--- src/rtl/logic_unit_arbiter_pkg.sv ---
// logic_unit_arbiter_pkg: op and state encodings shared by the arbiter and its logic unit
package logic_unit_arbiter_pkg;
    typedef enum logic [1:0] {
        LOGIC_AND = 2'b00,
        LOGIC_OR  = 2'b01,
        LOGIC_XOR = 2'b10,
        LOGIC_NOR = 2'b11
    } logic_op_e;
    typedef enum logic {
        ST_IDLE = 1'b0,
        ST_HOLD = 1'b1
    } state_e;
endpackage

--- src/rtl/bitwise_logic_unit.sv ---
// bitwise_logic_unit: per-bit gates plus a 4:1 mux selecting AND/OR/XOR/NOR
module bitwise_logic_unit
    import logic_unit_arbiter_pkg::*;
#(
    parameter int WIDTH = 32
) (
    input  logic [WIDTH-1:0] a_i,
    input  logic [WIDTH-1:0] b_i,
    input  logic_op_e        op_i,
    output logic [WIDTH-1:0] out_o
);
    for (genvar i = 0; i < WIDTH; i++) begin : g_bit
        logic and_w, or_w, xor_w;
        and u_and (and_w, a_i[i], b_i[i]);
        or  u_or  (or_w,  a_i[i], b_i[i]);
        xor u_xor (xor_w, a_i[i], b_i[i]);
        assign out_o[i] = (op_i == LOGIC_AND) ? and_w :
                          (op_i == LOGIC_OR)  ? or_w  :
                          (op_i == LOGIC_XOR) ? xor_w : ~or_w;
    end
endmodule

--- src/rtl/logic_unit_arbiter.sv ---
// logic_unit_arbiter: round-robin sharing of one bitwise logic unit with a registered response
module logic_unit_arbiter
    import logic_unit_arbiter_pkg::*;
#(
    parameter int NUM_REQ = 4,
    parameter int WIDTH   = 32,
    parameter int ID_W    = 2
) (
    input  logic                     clock_i,
    input  logic                     reset_i,
    input  logic [NUM_REQ-1:0]       req_valid_i,
    output logic [NUM_REQ-1:0]       req_ready_o,
    input  logic [2*NUM_REQ-1:0]     req_op_i,
    input  logic [WIDTH*NUM_REQ-1:0] req_a_i,
    input  logic [WIDTH*NUM_REQ-1:0] req_b_i,
    output logic                     resp_valid_o,
    input  logic                     resp_ready_i,
    output logic [ID_W-1:0]          resp_id_o,
    output logic [WIDTH-1:0]         resp_data_o
);
    state_e            state_q, state_d;
    logic [ID_W-1:0]   rr_ptr_q, rr_ptr_d, resp_id_q, resp_id_d, win;
    logic [WIDTH-1:0]  resp_data_q, resp_data_d, a_sel, b_sel, result;
    logic [1:0]        op_sel;
    logic              found, can_accept, grant;

    // first valid requester at or after rr_ptr, wrapping
    always_comb begin
        win   = '0;
        found = 1'b0;
        for (int k = 0; k < NUM_REQ; k++) begin
            if (!found && req_valid_i[(int'(rr_ptr_q) + k) % NUM_REQ]) begin
                found = 1'b1;
                win   = ID_W'((int'(rr_ptr_q) + k) % NUM_REQ);
            end
        end
    end

    always_comb begin
        op_sel = '0;
        a_sel  = '0;
        b_sel  = '0;
        for (int k = 0; k < NUM_REQ; k++) begin
            if (ID_W'(k) == win) begin
                op_sel = req_op_i[2*k +: 2];
                a_sel  = req_a_i[WIDTH*k +: WIDTH];
                b_sel  = req_b_i[WIDTH*k +: WIDTH];
            end
        end
    end

    bitwise_logic_unit #(.WIDTH(WIDTH)) u_blu (
        .a_i   (a_sel),
        .b_i   (b_sel),
        .op_i  (logic_op_e'(op_sel)),
        .out_o (result)
    );

    // reset gates ready so nothing is granted while reset is held
    assign can_accept  = ~reset_i & ((state_q == ST_IDLE) | resp_ready_i);
    assign grant       = can_accept & found;
    assign req_ready_o = grant ? (NUM_REQ'(1) << win) : '0;

    always_comb begin
        state_d     = state_q;
        rr_ptr_d    = rr_ptr_q;
        resp_id_d   = resp_id_q;
        resp_data_d = resp_data_q;
        if (grant) begin
            state_d     = ST_HOLD;
            rr_ptr_d    = (win == ID_W'(NUM_REQ - 1)) ? '0 : win + 1'b1;
            resp_id_d   = win;
            resp_data_d = result;
        end else if (resp_ready_i) begin
            state_d = ST_IDLE;
        end
    end

    always_ff @(posedge clock_i or posedge reset_i) begin
        if (reset_i) begin
            state_q     <= ST_IDLE;
            rr_ptr_q    <= '0;
            resp_id_q   <= '0;
            resp_data_q <= '0;
        end else begin
            state_q     <= state_d;
            rr_ptr_q    <= rr_ptr_d;
            resp_id_q   <= resp_id_d;
            resp_data_q <= resp_data_d;
        end
    end

    assign resp_valid_o = (state_q == ST_HOLD);
    assign resp_id_o    = resp_id_q;
    assign resp_data_o  = resp_data_q;
endmodule

--- config.mk ---
export PLATFORM = sky130hd
export DESIGN_NAME = logic_unit_arbiter
export DESIGN_NICKNAME = d
export VERILOG_FILES = /design/src/rtl/logic_unit_arbiter_pkg.sv /design/src/rtl/bitwise_logic_unit.sv /design/src/rtl/logic_unit_arbiter.sv
export SDC_FILE = /design/constraint.sdc
export NUM_CORES = 1
export LEC_CHECK = 0
export ABC_AREA = 1
export CAP_MARGIN = 20
export CORE_UTILIZATION = 45
export CTS_BUF_LIST = sky130_fd_sc_hd__clkbuf_16
export DETAILED_ROUTE_END_ITERATION = 8
export GPL_ROUTABILITY_DRIVEN = 0
export PLACE_DENSITY = 0.93
export SYNTH_ARGS = -nofsm -noshare
export SYNTH_HDL_FRONTEND = slang
export SYNTH_HIERARCHICAL = 1
export SYNTH_SLANG_ARGS = --single-unit
--- constraint.sdc ---
create_clock -name clock_i -period 5.69 [get_ports clock_i]
set_clock_uncertainty 0.15 [all_clocks]
set_input_delay 1.138 -clock clock_i [delete_from_list [all_inputs] [get_ports clock_i]]
set_output_delay 1.138 -clock clock_i [all_outputs]
set_load 0.01 [all_outputs]
==> impl_summary.md <==
Timing
The final hold violation count is 0. The share of the clock period used by the worst path is 88.9%. Based on the critical path, the design can be clocked at up to 0.198 GHz. Setup repair after global routing left no endpoint under its margin. The pin slew with the least headroom to its limit is between 800 and 900 ps. The final-report setup violation count is 0. The shortest clock period the worst path allows after layout is 5060 ps. The worst pin sits at a relative slew slack of 41.3%.

The final number of max-transition violations is 0. The total negative setup slack is 0 ps.

Detailed routing
In the routed layout, each cell is associated on average with a via count of 5.18. The total wire length is between 20 and 25 mm. Once detail routing completed, the nets flagged for antenna violations numbered 0. The via count of the routed design is 8,027. The first-pass detailed-route iteration total is 8. Dividing the detail-routed wire length by the instance count gives 14.9 um. The DRC violation count after routing is 0.

The number of DRC markers after the initial detailed-route iteration is roughly 500.

Finish
For this run, the post-layout net count is 1,741. The utilization after layout is 69.8%. Cells with a size suffix above 1 make up about 4% of the layout. The count of fill cells added during filler insertion is between 1,000 and 1,500. Excluding fillers, the count of instances in the completed layout stands at 1,551. The repair_antennas step left the layout with diodes totalling 0. The area growth from synthesis to layout is 51.7%.

Logic synthesis
The cell area that synthesis handed to floorplanning was 6360 sq um. After technology mapping, the gate count stands at 1,108. Summing the areas of all and, or, nand and nor instances in the mapped netlist gives 33.1% of the synthesized area.

Counting every net in the synthesized netlist gives 1,479. The register bit count reported by yosys is 37. The main combinational cell family by area after synthesis is simple AND/OR/NAND/NOR gates.

Sequential elements use 14.6% of the synthesized area. The compound-cell area share of the yosys netlist is 18.6%. The Yosys warning count is 6. After Yosys synthesis, XOR and XNOR cells account for 0% of the synthesized area.

In this run, distinct cell masters in the synthesized netlist total 23. The synthesized area per cell is ~5.7 sq um. Measured against the total synthesized area, the mux share comes to 0%. The synthesized netlist devotes between 10% and 20% of its cell area to adder and majority cells.

Floorplanning
The floorplan step defined a die boundary enclosing roughly 15,000 sq um. The height of the die is approximately 120 um. The standard-cell row count is 43. The initial core utilization is 46.0%. The die span in x is ~120 um.

After floorplanning, the core was sized to cover 13,800 sq um. 310 I/O pins were placed.

Global route
The first global-routing pass estimated 36.4 mm of wire. The via count of the first global-routing pass was 7,980. The largest net degree at the start of global routing is 89. The aggregate global routing overflow is 0. The initial antenna violation count is 0. Global routing used 31.2% of the available tracks across all layers.

Clocking
The worst-case clock buffer depth is 2. Counting the buffers created by CTS gives 5. The post-CTS clock slew at the launch and capture registers of the worst setup and hold paths is ~60 ps. The clock root buffer is sky130_fd_sc_hd__clkbuf_16.

The clock insertion delay at the later pin of the skew report is 290 ps. The count of clock tree sinks is 37. The count of instances resized after the clock tree is built is 0. Hold repair after CTS inserted 0 buffers. The maximum level of the CTS H-tree is 2.

The TritonCTS clock tree is yes. Post-CTS timing repair inserted 0 buffers for setup.

Placed design
After detailed placement, the design holds a cell count of 1,543. After legalization and detailed placement, the total HPWL measured 17.3 mm. The count of input and output buffers is between 300 and 400.

Setup path
The setup slack of the most critical reg-to-reg path is roughly 1500 ps. Counting stages on the worst path, the most repeated cell is sky130_fd_sc_hd__inv_1. The largest fanout of any net on the critical path is 67.

Among all stages on the critical path, the largest delay is contributed by sky130_fd_sc_hd__clkdlybuf4s50_1. On the worst path, the slowest cell contributes a delay of between 500 and 600 ps. The sort of element at the start of the critical path is an input pin. The category of the critical setup timing path is input pin to output pin. STA classifies the critical path endpoint as an output pin. The data arrival time of the critical path is 3770 ps. The critical path goes through clkdlybuf4s50_1, inv_1, nand2_1, nand3_1, nand2_1, inv_1, nand3_1, nand3_1, inv_1, ha_2, buf_12, inv_1, nor2_1, clkdlybuf4s50_1. The required time reported for the critical path endpoint is 4400 ps.

Min path
The type of the worst min-delay path is flop to flop.

Status
The run finished with clean final reports.

Run
Across the run, the number of max-cap violations was 0.
## final timing paths
path / from / endpoint / depth (start not counted)
max in group asynchronous: reset_i / resp_data_o[16] / 2
worst max register to register: rr_ptr_q[0] / resp_data_o[19] / 24
min in group asynchronous: reset_i / resp_valid_o / 2
worst min register to register: resp_data_o[0] / resp_data_o[0] / 2
worst max-delay path: req_valid_i[1] / req_ready_o[1] / 14
worst min-delay path: resp_data_o[0] / resp_data_o[0] / 2
## cells in the mapped netlist
cell type,instances,area [sq um]
sky130_fd_sc_hd__nor2_4,1,11.3
sky130_fd_sc_hd__buf_2,21,105
sky130_fd_sc_hd__buf_1,3,11.3
sky130_fd_sc_hd__inv_6,1,8.76
sky130_fd_sc_hd__buf_12,1,20.0
sky130_fd_sc_hd__inv_1,140,526
sky130_fd_sc_hd__o21ai_0,153,766
sky130_fd_sc_hd__ha_1,100,1250
sky130_fd_sc_hd__nor2_1,7,26.3
sky130_fd_sc_hd__o21ai_1,16,80.1
sky130_fd_sc_hd__a21oi_1,67,335
sky130_fd_sc_hd__inv_2,6,22.5
sky130_fd_sc_hd__nand4_1,2,12.5
sky130_fd_sc_hd__nand2_4,1,11.3
sky130_fd_sc_hd__buf_6,4,45.0
sky130_fd_sc_hd__dfrtp_1,37,926
sky130_fd_sc_hd__or2_2,2,12.5
sky130_fd_sc_hd__buf_8,1,15.0
sky130_fd_sc_hd__nand3_1,70,350
sky130_fd_sc_hd__nand2_1,420,1580
sky130_fd_sc_hd__nand2_2,15,93.8
sky130_fd_sc_hd__nand3_2,1,10.0
sky130_fd_sc_hd__clkbuf_1,39,146
## critical path: cells and delay by family
kind	cells	cell delay (ps)
adders and majority gates	1	250
buffers and inverters	7	1650
and+or+nand+nor	6	680
## stage by stage
stage                     cell area, sq um  setup WS (ps)  hold WS, ps
final                                 9650            633          328
after global routing                  9650            389          358
after CTS                             9650            626          333
after detailed placement              9510            474          316
after global placement                9510            564          312
after floorplan                       6360           1530          363
## sequential cells by signal (all words and copies together) (netlist names)
| signal | flops |
|---|---|
| rr_ptr_q | 2 |
| resp_data_o | 32 |
| resp_valid_o | 1 |
| resp_id_o | 2 |
## routing by layer
metal | track usage (%) | wire length, um | share of wire, %
met1 | 32.7 | 8780 | 38
met2 | 60.4 | 11600 | 50
met3 | 4.89 | 1830 | 7.9
met4 | 13.8 | 840 | 3.6
met5 | 0 | 0 | 0
## cells in the final DEF (no fill, tap or decap), types with 3 or more instances in the layout
cell type                         count
sky130_fd_sc_hd__inv_2                7
sky130_fd_sc_hd__nor2_4               3
sky130_fd_sc_hd__nand2_2             15
sky130_fd_sc_hd__nand2_1            420
sky130_fd_sc_hd__clkdlybuf4s50_1    309
sky130_fd_sc_hd__a21oi_1             67
sky130_fd_sc_hd__nor2_1               5
sky130_fd_sc_hd__dfrtp_1             37
sky130_fd_sc_hd__o21ai_1             16
sky130_fd_sc_hd__clkbuf_16            5
sky130_fd_sc_hd__o21ai_0            153
sky130_fd_sc_hd__ha_1                97
sky130_fd_sc_hd__inv_1              139
sky130_fd_sc_hd__buf_4               13
sky130_fd_sc_hd__nand3_1             70
## layout make-up
type / instances / area (sq um) / share of cell area, %
inverters: 147 / 557 / 5.77
clock buffers: 5 / 125 / 1.30
multi-input cells: 855 / 4570 / 47.3
flip-flops and latches: 37 / 926 / 9.59
well taps: 180 / 225 / 2.33
clock inverters: 3 / 17.5 / 0.182
repair buffers: 324 / 3230 / 33.5
## cell families after synthesis
group	count (synthesis)
adders and majority gates	100
buffers and inverters	216
DFF	37
and+or+nand+nor	519
AOI/OAI and AO/OA	236
Power is left out: the tool's default activity adds up to more than one toggle a clock period on the data nets, which glitch-free logic cannot reach.
